--- src/rtl/coef_stream_reader_pkg.sv ---
// ntt_pkg: shared types, default widths and helper functions for the NTT
// coefficient datapath.
//   state_t   : read-out engine states (IDLE, READ, DRAIN, DONE)
//   lane_ext  : widen a coefficient into a lane slot, zero-padded or
//               sign-extended
package ntt_pkg;

    typedef enum logic [1:0] {
        IDLE,
        READ,
        DRAIN,
        DONE
    } state_t;

    localparam int unsigned COEF_W_DEF = 23;
    localparam int unsigned SLOT_W_DEF = 32;

    // Working width of lane_ext; callers cast the result down to their slot width.
    localparam int unsigned EXT_W = 64;

    // Keeps the low coef_w bits of coef. Every bit above them becomes the
    // coefficient's top bit when signed_mode is set, and 0 otherwise.
    function automatic logic [EXT_W-1:0] lane_ext(
        input logic [EXT_W-1:0] coef,
        input int unsigned      coef_w,
        input logic             signed_mode
    );
        logic [EXT_W-1:0] mask;
        logic             sign;
        mask = (coef_w >= EXT_W) ? '1 : ((EXT_W'(1) << coef_w) - EXT_W'(1));
        sign = |(coef & (EXT_W'(1) << (coef_w - 1)));
        return (coef & mask) | ({EXT_W{signed_mode & sign}} & ~mask);
    endfunction

endpackage

--- src/rtl/coef_stream_reader_stream_fifo.sv ---
// stream_fifo: synchronous FIFO with asynchronous active-low reset.
//   i_clk, i_rst_n : clock, async active-low reset
//   i_push, i_data : write strobe and data
//   i_pop          : read strobe; o_data advances after the pop
//   o_data         : head entry, 0 while the FIFO is empty
//   o_count        : occupancy
//   o_full/o_empty : occupancy flags
// A push while full is accepted only when a pop happens in the same cycle.
module stream_fifo #(
    parameter int unsigned WIDTH = 8,
    parameter int unsigned DEPTH = 4,
    parameter int unsigned CNT_W = $clog2(DEPTH + 1)
) (
    input  logic             i_clk,
    input  logic             i_rst_n,
    input  logic             i_push,
    input  logic [WIDTH-1:0] i_data,
    input  logic             i_pop,
    output logic [WIDTH-1:0] o_data,
    output logic [CNT_W-1:0] o_count,
    output logic             o_full,
    output logic             o_empty
);

    localparam int unsigned PTR_W = (DEPTH > 1) ? $clog2(DEPTH) : 1;

    logic [WIDTH-1:0] r_mem [DEPTH];
    logic [PTR_W-1:0] r_wr_ptr;
    logic [PTR_W-1:0] r_rd_ptr;
    logic [CNT_W-1:0] r_count;
    logic             w_rd;
    logic             w_wr;

    function automatic logic [PTR_W-1:0] ptr_inc(input logic [PTR_W-1:0] p);
        return (p == PTR_W'(DEPTH - 1)) ? '0 : p + 1'b1;
    endfunction

    assign w_rd = i_pop & (r_count != '0);
    assign w_wr = i_push & ((r_count != CNT_W'(DEPTH)) | w_rd);

    always_ff @(posedge i_clk) begin
        if (w_wr) begin
            r_mem[r_wr_ptr] <= i_data;
        end
    end

    always_ff @(posedge i_clk or negedge i_rst_n) begin
        if (!i_rst_n) begin
            r_wr_ptr <= '0;
            r_rd_ptr <= '0;
            r_count  <= '0;
        end else begin
            if (w_wr) begin
                r_wr_ptr <= ptr_inc(r_wr_ptr);
            end
            if (w_rd) begin
                r_rd_ptr <= ptr_inc(r_rd_ptr);
            end
            r_count <= r_count + CNT_W'(w_wr) - CNT_W'(w_rd);
        end
    end

    // The output is forced to 0 while empty so that nothing stale appears on
    // the bus after a reset or after a drain.
    assign o_data  = (r_count == '0) ? '0 : r_mem[r_rd_ptr];
    assign o_count = r_count;
    assign o_full  = (r_count == CNT_W'(DEPTH));
    assign o_empty = (r_count == '0);

endmodule

--- src/rtl/coef_stream_reader.sv ---
// coef_stream_reader: reads N_COEF coefficients from a dual-port BRAM, two
// per cycle, and streams them as two-lane AXI4-Stream beats.
//   clk, rst_n                : clock, async active-low reset
//   start, cfg_signed         : run request; cfg_signed is latched on accept
//   busy, done                : run in progress / one-cycle completion pulse
//   m_axis_*                  : AXI4-Stream master, lane 0 in the low slot
//   coef_en*/we*/addr*/dout*  : BRAM read ports, RD_LAT cycles of read latency
// An output FIFO of RD_LAT+2 entries absorbs back-pressure. Reads are issued
// only while the FIFO has room for every read still in flight.
module coef_stream_reader
    import ntt_pkg::*;
#(
    parameter int unsigned COEF_W = COEF_W_DEF,
    parameter int unsigned SLOT_W = SLOT_W_DEF,
    parameter int unsigned N_COEF = 256,
    parameter int unsigned ADDR_W = $clog2(N_COEF),
    parameter int unsigned RD_LAT = 1
) (
    input  logic                clk,
    input  logic                rst_n,
    input  logic                start,
    input  logic                cfg_signed,
    output logic                busy,
    output logic                done,
    output logic [2*SLOT_W-1:0] m_axis_tdata,
    output logic                m_axis_tvalid,
    input  logic                m_axis_tready,
    output logic                m_axis_tlast,
    output logic                coef_ena,
    output logic                coef_enb,
    output logic                coef_wea,
    output logic                coef_web,
    output logic [ADDR_W-1:0]   coef_addra,
    output logic [ADDR_W-1:0]   coef_addrb,
    input  logic [COEF_W-1:0]   coef_douta,
    input  logic [COEF_W-1:0]   coef_doutb
);

    localparam int unsigned FIFO_DEPTH = RD_LAT + 2;
    localparam int unsigned FIFO_W     = 2 * SLOT_W + 1;
    localparam int unsigned CNT_W      = $clog2(FIFO_DEPTH + 1);
    localparam int unsigned CR_W       = CNT_W + 1;
    localparam int unsigned K_W        = ADDR_W - 1;
    localparam logic [K_W-1:0] K_LAST  = K_W'(N_COEF / 2 - 1);

    state_t             r_state;
    logic [K_W-1:0]     r_k;
    logic               r_signed;
    logic               r_busy;
    logic               r_done;
    logic               r_ena;
    logic               r_ena_last;
    logic [ADDR_W-1:0]  r_addra;
    logic [ADDR_W-1:0]  r_addrb;
    logic [RD_LAT-1:0]  r_vld;
    logic [RD_LAT-1:0]  r_lst;
    logic [CR_W-1:0]    r_pend;

    logic [SLOT_W-1:0]  w_lane_a;
    logic [SLOT_W-1:0]  w_lane_b;
    logic [FIFO_W-1:0]  w_fifo_in;
    logic [FIFO_W-1:0]  w_fifo_out;
    logic [CNT_W-1:0]   w_fifo_count;
    logic               w_fifo_full;
    logic               w_fifo_empty;
    logic               w_push;
    logic               w_pop;
    logic               w_last_out;
    logic [CR_W-1:0]    w_used;
    logic               w_can_issue;

    // A read issued while r_ena is high returns RD_LAT cycles later.
    // r_vld/r_lst track that slot; r_pend counts reads that were issued in
    // earlier cycles and have not been pushed yet.
    always_ff @(posedge clk or negedge rst_n) begin
        if (!rst_n) begin
            r_vld  <= '0;
            r_lst  <= '0;
            r_pend <= '0;
        end else begin
            r_vld  <= (r_vld << 1) | RD_LAT'(r_ena);
            r_lst  <= (r_lst << 1) | RD_LAT'(r_ena & r_ena_last);
            r_pend <= r_pend + CR_W'(r_ena) - CR_W'(w_push);
        end
    end

    assign w_push   = r_vld[RD_LAT-1];
    assign w_lane_a = SLOT_W'(lane_ext(EXT_W'(coef_douta), COEF_W, r_signed));
    assign w_lane_b = SLOT_W'(lane_ext(EXT_W'(coef_doutb), COEF_W, r_signed));
    assign w_fifo_in = {r_lst[RD_LAT-1], w_lane_b, w_lane_a};

    stream_fifo #(
        .WIDTH (FIFO_W),
        .DEPTH (FIFO_DEPTH),
        .CNT_W (CNT_W)
    ) u_fifo (
        .i_clk   (clk),
        .i_rst_n (rst_n),
        .i_push  (w_push),
        .i_data  (w_fifo_in),
        .i_pop   (w_pop),
        .o_data  (w_fifo_out),
        .o_count (w_fifo_count),
        .o_full  (w_fifo_full),
        .o_empty (w_fifo_empty)
    );

    assign m_axis_tvalid = ~w_fifo_empty;
    assign m_axis_tdata  = w_fifo_out[2*SLOT_W-1:0];
    assign w_last_out    = w_fifo_out[2*SLOT_W];
    assign m_axis_tlast  = w_last_out;
    assign w_pop         = m_axis_tvalid & m_axis_tready;

    // Decide now whether a read goes out next cycle. Entries that will be in
    // the FIFO once that read returns: current occupancy, minus this cycle's
    // pop, plus every read still outstanding (including the one on the BRAM
    // port now). Later pops only free space, so the estimate is safe.
    assign w_used = CR_W'(w_fifo_count) - CR_W'(w_pop) + r_pend + CR_W'(r_ena);
    assign w_can_issue = (w_fifo_full & ~w_pop) ? 1'b0 : (w_used < CR_W'(FIFO_DEPTH));

    // The first pair is issued at the moment start is accepted, so that its
    // enable appears in cycle 1. From then on r_k is the next pair to issue.
    always_ff @(posedge clk or negedge rst_n) begin
        if (!rst_n) begin
            r_state    <= IDLE;
            r_k        <= '0;
            r_signed   <= 1'b0;
            r_busy     <= 1'b0;
            r_done     <= 1'b0;
            r_ena      <= 1'b0;
            r_ena_last <= 1'b0;
            r_addra    <= '0;
            r_addrb    <= '0;
        end else begin
            r_ena      <= 1'b0;
            r_ena_last <= 1'b0;
            r_done     <= 1'b0;
            unique case (r_state)
                IDLE: begin
                    if (start) begin
                        r_signed <= cfg_signed;
                        r_busy   <= 1'b1;
                        r_ena    <= 1'b1;
                        r_addra  <= '0;
                        r_addrb  <= ADDR_W'(1);
                        r_k      <= K_W'(1);
                        r_state  <= READ;
                    end
                end
                READ: begin
                    if (w_can_issue) begin
                        r_ena   <= 1'b1;
                        r_addra <= {r_k, 1'b0};
                        r_addrb <= {r_k, 1'b1};
                        if (r_k == K_LAST) begin
                            r_ena_last <= 1'b1;
                            r_state    <= DRAIN;
                        end else begin
                            r_k <= r_k + 1'b1;
                        end
                    end
                end
                DRAIN: begin
                    // The tlast handshake implies that every read has returned
                    // and every earlier beat has left the FIFO.
                    if (w_pop && w_last_out) begin
                        r_done  <= 1'b1;
                        r_busy  <= 1'b0;
                        r_state <= DONE;
                    end
                end
                DONE: begin
                    r_state <= IDLE;
                end
                default: begin
                    r_state <= IDLE;
                end
            endcase
        end
    end

    assign busy       = r_busy;
    assign done       = r_done;
    assign coef_ena   = r_ena;
    assign coef_enb   = r_ena;
    assign coef_wea   = 1'b0;
    assign coef_web   = 1'b0;
    assign coef_addra = r_addra;
    assign coef_addrb = r_addrb;

endmodule

--- config.mk ---
export PLATFORM = sky130hd
export DESIGN_NAME = coef_stream_reader
export DESIGN_NICKNAME = d
export VERILOG_FILES = /design/src/rtl/coef_stream_reader_pkg.sv /design/src/rtl/coef_stream_reader_stream_fifo.sv /design/src/rtl/coef_stream_reader.sv
export SDC_FILE = /design/constraint.sdc
export NUM_CORES = 1
export LEC_CHECK = 0
export CAP_MARGIN = 20
export CORE_UTILIZATION = 55
export DETAILED_ROUTE_END_ITERATION = 8
export PLACE_DENSITY = 0.92
export SYNTH_ARGS = -nofsm -noshare
export SYNTH_HDL_FRONTEND = slang
export SYNTH_HIERARCHICAL = 1
export SYNTH_SLANG_ARGS = --single-unit
export TNS_END_PERCENT = 20
--- constraint.sdc ---
create_clock -name clk -period 9.58 [get_ports clk]
set_clock_uncertainty 0.1 [all_clocks]
set_input_delay 2.874 -clock clk [delete_from_list [all_inputs] [get_ports clk]]
set_output_delay 2.874 -clock clk [all_outputs]
set_load 0.02 [all_outputs]
==> flow_summary.yaml, run 1 <==
die:
  io-pin-count: 139
  start_util_pct: 56.9
  core_area_um2: 16800
  dieArea_um2: 17900
  num_rows: 47
  die_y_um: 134
  fp.dieW_um: 134
timing:
  setup_violations: 0
  grt_setup_unrepaired: "no"
  hold_violations: 0
  final-max-slew-violation-count: 0
  fin_crit_ns: 6.15
  setup_tns_ns: 0
  relSlewSlack_pct: 24.4
  min_period_over_period_pct: 64.2
  fmax_mhz: 163
  tightest_slew_ns: 1.12
status:
  status: "completed"
drt:
  dr.pass1.iters: 8
  routed_wl_mm: 18.0
  detail-route-antenna-nets: 0
  remaining_drc_errors: 0
  post_drt_wl_per_cell_um: 18.6
  vias: 5298
  drt_iter0_drc: 346
  via_per_inst: 5.50
cells_and_area:
  drive_above_1_share_pct: 16.3
  final_nets: 791
  areaGrowthSynthToFinish_pct: 22.8
  fin_util_pct: 69.9
  antennaDiodeCount: 0
  layout_common_cells: "edfxtp_1 (195), clkdlybuf4s50_1 (135), nor2_1 (77)"
  layout_commonest_cell: "edfxtp_1"
synth:
  syn_avg_cell_area_um2: 16.1
  synth_area_um2: 9580
  async_reset_ff_share_pct: 14.5
  yosys_warnings: 6
  synth_edf_count: 195
  synthCells: 595
  ys_types: 43
  synth_ff_type: "edfxtp_1"
  synth-seq-cells: 228
  seq_area_frac_synth_pct: 69.8
clock_network:
  cts_tree: "yes"
  cts_resized: 0
  post_cts.repair.setup_buffers: 0
  ctsHoldBuffers: 0
  clock-sinks: 228
  clk_pin_slew_worst_paths_ns: 0.06
  cts_inserted_buffers: 23
  htree_levels: 1
  worst_skew_pair.late_latency_ns: 0.48
  root_buffer: "clkbuf_16"
  cts_buffer_depth: 3
power_and_ir_drop:
  p_per_area_nw_per_um2: 332
  power.internal_w: 0.00252
  ir_worst_vdd_uv: 221
  power_leakage_nw: 4.23
  pwr-share-seq_pct: 36.7
  comb_power_share_pct: 42.6
  p_clk_share_pct: 20.7
  p_total_w: 0.00390
  swShare_pct: 35.5
  power.switching_w: 0.00138
critical_path:
  crit_buf_inv: 1
  crit_chain: "clkdlybuf4s50_1, nor2b_1, ha_1, fa_1, fa_1, o221ai_2, nor2_1, a22o_1, a22o_1"
  crit_required_ns: 9.85
  cp_slowest_stage_delay_ns: 0.61
  cp-start-kind: "input pin"
  slowest_stage: "nor2b_1"
  cp.arrival_ns: 6.42
  critPathMaxFanout: 11
  critPathKind: "in2reg"
  crit_family: "adder cells"
  endpoint_kind: "flop"
global_route:
  grt_pass1_wl_mm: 28.4
  antenna_found_initial: 0
  grt_pass1_vias: 5518
  track_usage_pct: 20.3
  overflow: 0
  grt_max_degree: 69
place:
  dp_hpwl_mm: 11.1
  portBuffers: 135
  place.gp.congestion: 0.859
flow_run:
  drv_cap: 0
hold_path:
  hp-class: "reg2reg"
==> cells in the mapped netlist (2+ instances only) <==
cell type  count  area, um^2
nor2b_1        4        25.0
clkbuf_1       5        18.8
nand4_1        2        12.5
mux2_2        51         574
a41o_1         3        30.0
nor2_1        78         293
a21oi_1        9        45.0
o21ai_2        2        17.5
nor3b_1        2        15.0
a22o_1        12         105
and3_1         4        25.0
nand3_1        3        15.0
o21ai_0        5        25.0
and2_1         4        25.0
ha_1          10         125
o211ai_1       2        15.0
edfxtp_1     195        5860
fa_1           3        60.1
nand2_1       11        41.3
xnor2_1        3        26.3
mux2i_1       67         671
a31oi_1        4        25.0
buf_2         10        50.1
a21o_1         2        15.0
buf_6          5        56.3
buf_1          3        11.3
nor3_1         3        15.0
nand2b_1       2        12.5
buf_4         15         113
dfrtp_1       33         826
mux2_4        18         270
inv_1         14        52.6
==> cells by family (layout without fill, tap and decap cells) <==
group	after synthesis	in the layout	share of synthesized area, %
fa+ha+maj	13	13	1.93
other cells	1	3	0.0392
buf+inv	52	198	3.15
simple gates	116	116	5.24
mux	136	136	15.8
flops	228	228	69.8
compound gates	45	45	3.50
xor+xnor	4	4	0.536
==> metal layers <==
metal  global-route usage (%)  wire length (um)
met5                        0                 0
met4                     3.60                93
met3                     3.40              1270
met2                     37.0              9500
met1                     25.5              7090
==> power by group through the flow <==
stage,clock network [W],registers (W),logic [W]
after floorplan,0,0.00137,0.00117
after global placement,0,0.00147,0.00156
after detailed placement,0,0.00145,0.00166
after CTS,0.000823,0.00144,0.00167
after global routing,0.000858,0.00145,0.00178
final,0.000806,0.00143,0.00166
==> path summary, 6_finish.rpt <==
| kind | from | to | depth (start not counted) | slack, ns |
|---|---|---|---|---|
| min reg2reg | r_ena_last | r_lst | 1 | 0.35 |
| min in group asynchronous | rst_n | coef_addrb[3] | 2 | 2.69 |
| max in group asynchronous | rst_n | u_fifo/r_rd_ptr[0] | 2 | 6.34 |
| max | m_axis_tready | coef_addrb[3] | 9 | 3.43 |
| min | r_ena_last | r_lst | 1 | 0.35 |
| max reg2reg | u_fifo/o_count[1] | coef_addrb[3] | 10 | 4.98 |
==> worst reg2reg max path: cells and delay by family, from the launching register on <==
family                   cells  cell delay, ns
adder cells (fa/ha/maj)      3            1.25
AND/OR/NAND/NOR              3            1.19
flip-flops                   1            0.47
buffers and inverters        1            0.55
AO/OA/AOI/OAI                3            0.95
==> cell type report <==
cell class              count  area (um^2)
clock buffers              27          591
clock inverters            14         98.8
fillers                  1076         5060
inverters                  14         52.6
multi-input cells         317         2630
flip-flops and latches    228         6690
well taps                 220          275
repair buffers            143         1430
==> registers in the layout, summed over array words and instances, names as in the netlist, 2 cells and up <==
| register | flops |
|---|---|
| r_state | 2 |
| u_fifo/r_wr_ptr | 2 |
| r_pend | 3 |
| u_fifo/o_count | 2 |
| u_fifo/r_rd_ptr | 2 |
| r_k | 7 |
| u_fifo/r_mem | 195 |
| coef_addrb | 7 |
==> stage by stage <==
| step | setup slack [ns] | hold WS (ns) | cells | area, um^2 |
|---|---|---|---|---|
| CTS | 3.49 | 0.352 | 963 | 11800 |
| global route | 3.24 | 0.361 | 963 | 11800 |
| floorplan | 0.575 | 0.334 | 597 | 9580 |
| global placement | 3.23 | 0.343 | 921 | 11000 |
| detailed placement | 2.98 | 0.346 | 922 | 11100 |
| finish | 3.43 | 0.345 | 963 | 11800 |
No activity file was read; power rests on OpenSTA's default activity.
==> run 2, diff against run 1 <==
CORE_UTILIZATION = 50   (was 55)
PLACE_DENSITY = 0.88   (was 0.92)
clock period = 5.3 ns   (was 9.58 ns; I/O delays follow)
==> run 2 against run 1 <==
- clock power is 100% higher
- wire length decreased by 1.7%
- worst hold slack gained 0.022 ns
- global-route usage fell by 2.2 points
- via count is essentially flat
- critical path type is now reg2out
- critical endpoint is now m_axis_tdata[3]
- largest power group unchanged
==> flow_summary.yaml, run 2 (same netlist as run 1, synthesis figures left out) <==
timing:
  hold_slack_ns: 0.368
  grt_setup_unrepaired: "no"
  setup_tns_ns: 0
  hold_violations: 0
  setup_violations: 0
  fin_crit_ns: 4.41
  relSlewSlack_pct: 46.8
  fmax_mhz: 227
  final-max-slew-violation-count: 0
  fin_ws_ns: 0.887
  min_period_over_period_pct: 83.3
  tightest_slew_ns: 0.798
flow_run:
  drv_cap: 0
clock_network:
  cts_inserted_buffers: 23
  worst_skew_pair.late_latency_ns: 0.50
  cts_tree: "yes"
  cts_resized: 0
  htree_levels: 1
  clock-sinks: 228
  post_cts.repair.setup_buffers: 0
  cts_buffer_depth: 3
  clk_pin_slew_worst_paths_ns: 0.06
  root_buffer: "clkbuf_16"
  ctsHoldBuffers: 0
critical_path:
  endpoint_kind: "output pin"
  critPathMaxFanout: 37
  cp-start-kind: "flop"
  crit_required_ns: 3.61
  cp.arrival_ns: 2.72
  critPathKind: "reg2out"
die:
  io-pin-count: 139
  die_y_um: 140
  dieArea_um2: 19700
  start_util_pct: 51.0
  core_area_um2: 18800
  num_rows: 50
  fp.dieW_um: 140
cells_and_area:
  multi_input_area_um2: 2640
  layout_common_cells: "edfxtp_1 (195), clkdlybuf4s50_1 (135), nor2_1 (77)"
  regArea_um2: 6690
  design_area_um2: 12000
  antennaDiodeCount: 0
  final_nets: 795
  fillers: 1313
  largest_reg_flops: 195
  layout_commonest_cell: "edfxtp_1"
  drive_above_1_share_pct: 17.8
  regMostFlops: "u_fifo/r_mem"
  areaGrowthSynthToFinish_pct: 24.9
place:
  portBuffers: 135
  place.gp.congestion: 0.818
  dpl_worst_slack_ns: 0.564
  dp_hpwl_mm: 10.4
  place_area_um2: 11100
drt:
  remaining_drc_errors: 0
  dr.pass1.iters: 4
  vias: 5294
  post_drt_wl_per_cell_um: 18.0
  detail-route-antenna-nets: 0
  drt_iter0_drc: 246
  routed_wl_mm: 17.7
  via_per_inst: 5.39
global_route:
  antenna_found_initial: 0
  track_usage_pct: 18.1
  grt_max_degree: 66
  grt_pass1_wl_mm: 27.8
  overflow: 0
  grt_pass1_vias: 5412
power_and_ir_drop:
  p_per_area_nw_per_um2: 605
  power_leakage_nw: 4.33
  ir_worst_vdd_uv: 414
hold_path:
  hp-class: "reg2reg"
status:
  status: "completed"
## run 2: metal layers
metal / routed length, um / part of all wire [%] / track usage, %
met5: 0 / 0 / 0
met4: 359 / 2.0 / 6.02
met3: 1150 / 6.5 / 3.52
met2: 8790 / 50 / 31.3
met1: 7350 / 42 / 22.7
## run 2: through the flow
stage / total power (W) / utilization [%] / instances
final: 0.00724 / 63.7 / 982
after global routing: 0.00760 / 63.7 / 982
after CTS: 0.00730 / 63.6 / 980
after detailed placement: 0.00563 / 59.3 / 938
after global placement: 0.00555 / 59.3 / 938
after floorplan: 0.00458 / - / 597
## run 2: worst paths after layout
check / startpoint / endpoint / slack [ns] / cells after the start
worst max-delay path: u_fifo/r_rd_ptr[0] / m_axis_tdata[3] / 0.89 / 5
worst min-delay path: r_ena_last / r_lst / 0.37 / 1
worst max register to register: u_fifo/o_count[1] / coef_addrb[6] / 1.98 / 9
worst min register to register: r_ena_last / r_lst / 0.37 / 1
max in group asynchronous: rst_n / r_k[3] / 3.49 / 2
min in group asynchronous: rst_n / coef_addra[7] / 1.20 / 1
## run 2: final cells by class
cell class | instances | share of cell area, %
Tap cell | 234 | 2.45
Clock buffer | 30 | 5.64
Sequential cell | 228 | 55.9
Timing Repair Buffer | 147 | 12.5
Clock inverter | 12 | 1.04
Multi-Input combinational cell | 317 | 22.0
Inverter | 14 | 0.439
## run 2: report_power, final
part           total [W]  internal, W  switching (W)
logic            0.00307      0.00142        0.00165
registers        0.00253      0.00230       0.000226
clock network    0.00165      0.00100       0.000648
total            0.00724      0.00472        0.00252
## run 2: critical path: stages (launching register included)
cell	delay, ns
dfrtp_4	0.72
buf_12	0.33
mux2_2	0.38
mux2i_1	0.13
nor2_1	0.07
clkdlybuf4s50_1	0.59
==> run 3, diff against run 2 <==
CORE_UTILIZATION = 55   (was 50)
PLACE_DENSITY = 0.92   (was 0.88)
clock period = 4.35 ns   (was 5.3 ns; I/O delays follow)
==> run 3 against run 2 <==
- core utilization increased by 6.9 points
- register-to-register slack worse by 1.2 ns
- total power rose by 21%
- largest power group unchanged
- highest routed layer unchanged
- largest cell class unchanged
- non-clock buffer count rose by 4
- worst hold slack worse by 0.0038 ns
- critical path type unchanged
==> flow_summary.yaml, run 3 (same netlist as run 1, synthesis figures left out) <==
global_route:
  grt_pass1_wl_mm: 29.1
  antenna_found_initial: 0
  grt_max_degree: 51
  overflow: 0
  grt_pass1_vias: 5635
  track_usage_pct: 21.1
timing:
  grt_setup_unrepaired: "no"
  fin_ws_ns: 0.265
  relSlewSlack_pct: 29.6
  hold_slack_ns: 0.364
  min_period_over_period_pct: 93.9
  fin_crit_ns: 4.08
  setup_tns_ns: 0
  final-max-slew-violation-count: 0
  hold_violations: 0
  fmax_mhz: 245
  tightest_slew_ns: 1.04
  setup_violations: 0
place:
  portBuffers: 135
  place_area_um2: 11200
  dp_hpwl_mm: 11.6
  dpl_worst_slack_ns: 0.0196
  place.gp.congestion: 0.888
drt:
  remaining_drc_errors: 0
  drt_iter0_drc: 309
  post_drt_wl_per_cell_um: 19.3
  via_per_inst: 5.49
  dr.pass1.iters: 5
  vias: 5328
  routed_wl_mm: 18.7
  detail-route-antenna-nets: 0
hold_path:
  hp-class: "reg2reg"
  whs_path_depth: 1
  worstHoldStart: "r_ena_last"
  min_to: "r_lst"
status:
  status: "completed"
critical_path:
  reg2regPathDepth: 10
  cp-start-kind: "flop"
  crit_required_ns: 2.94
  endpoint_kind: "output pin"
  r2r_slack_ns: 0.79
  reg2reg_to: "r_k[2]"
  r2r_start: "u_fifo/o_count[1]"
  cp-startpoint: "u_fifo/r_rd_ptr[1]"
  critPathMaxFanout: 43
  critPathKind: "reg2out"
  cp.arrival_ns: 2.68
cells_and_area:
  regMostFlops: "u_fifo/r_mem"
  final_nets: 798
  multi_input_area_um2: 2640
  layout_commonest_cell: "edfxtp_1"
  antennaDiodeCount: 0
  largest_reg_flops: 195
  design_area_um2: 11900
  regArea_um2: 6690
  layout_common_cells: "edfxtp_1 (195), clkdlybuf4s50_1 (135), nor2_1 (77)"
  areaGrowthSynthToFinish_pct: 24.0
  drive_above_1_share_pct: 16.9
  fillers: 1048
clock_network:
  cts_buffer_depth: 3
  ctsHoldBuffers: 0
  htree_levels: 1
  root_buffer: "clkbuf_16"
  clock-sinks: 228
  cts_tree: "yes"
  clk_pin_slew_worst_paths_ns: 0.06
  cts_inserted_buffers: 22
  cts_resized: 0
  worst_skew_pair.late_latency_ns: 0.48
power_and_ir_drop:
  p_total_w: 0.00873
  ir_worst_vdd_uv: 601
  p_per_area_nw_per_um2: 735
  power_leakage_nw: 4.30
die:
  die_y_um: 134
  start_util_pct: 56.9
  fp.dieW_um: 134
  dieArea_um2: 17900
  num_rows: 47
  io-pin-count: 139
  core_area_um2: 16800
flow_run:
  drv_cap: 0
==> run 3: routing by layer <==
layer / track usage (%) / part of all wire (%) / up-vias
met4: 4.61 / 1.2 / 0
li1: - / - / 2474
met5: 0 / 0 / -
met2: 38.1 / 52 / 183
met1: 26.5 / 40 / 2649
met3: 3.70 / 6.1 / 22
==> run 3: cell type report <==
| type | count | area share, % |
|---|---|---|
| inverters | 14 | 0.442 |
| clock buffers | 36 | 5.77 |
| repair buffers | 151 | 12.8 |
| multi-input cells | 317 | 22.2 |
| flip-flops and latches | 228 | 56.3 |
| well taps | 220 | 2.32 |
| clock inverters | 4 | 0.137 |
==> run 3: how the worst max path moves through the flow <==
stage,end,slack (ns),depth (start not counted)
finish,m_axis_tdata[47],0.27,4
global route,m_axis_tdata[36],0.16,4
CTS,m_axis_tdata[61],0.07,5
detailed placement,r_k[2],0.02,10
global placement,r_k[2],0.11,10
floorplan,u_fifo/r_mem[0][0],-0.74,3
==> run 3: stage by stage <==
step | std cells | util [%]
after floorplan | 597 | -
after global placement | 929 | 66.3
after detailed placement | 929 | 66.3
after CTS | 969 | 70.5
after global routing | 970 | 70.6
final | 970 | 70.6
==> run 3: timing repair <==
| item | in CTS | in global routing |
|---|---|---|
| buffers inserted | 0 | 1 |
| endpoints found under the hold margin | 0 | 0 |
| setup endpoints to repair | 0 | 2 |
==> run 3: power breakdown <==
group	switching (W)	internal, W
Clock	0.000723	0.00107
Combinational	0.00204	0.00179
Sequential	0.000306	0.00280
Total	0.00307	0.00566
==> run 3: worst max-delay path, stage by stage, from the launching register on <==
cell and delay [ns]:
dfrtp_4 0.93, buf_4 0.35, mux2i_1 0.27, nor2_1 0.07
clkdlybuf4s50_1 0.54
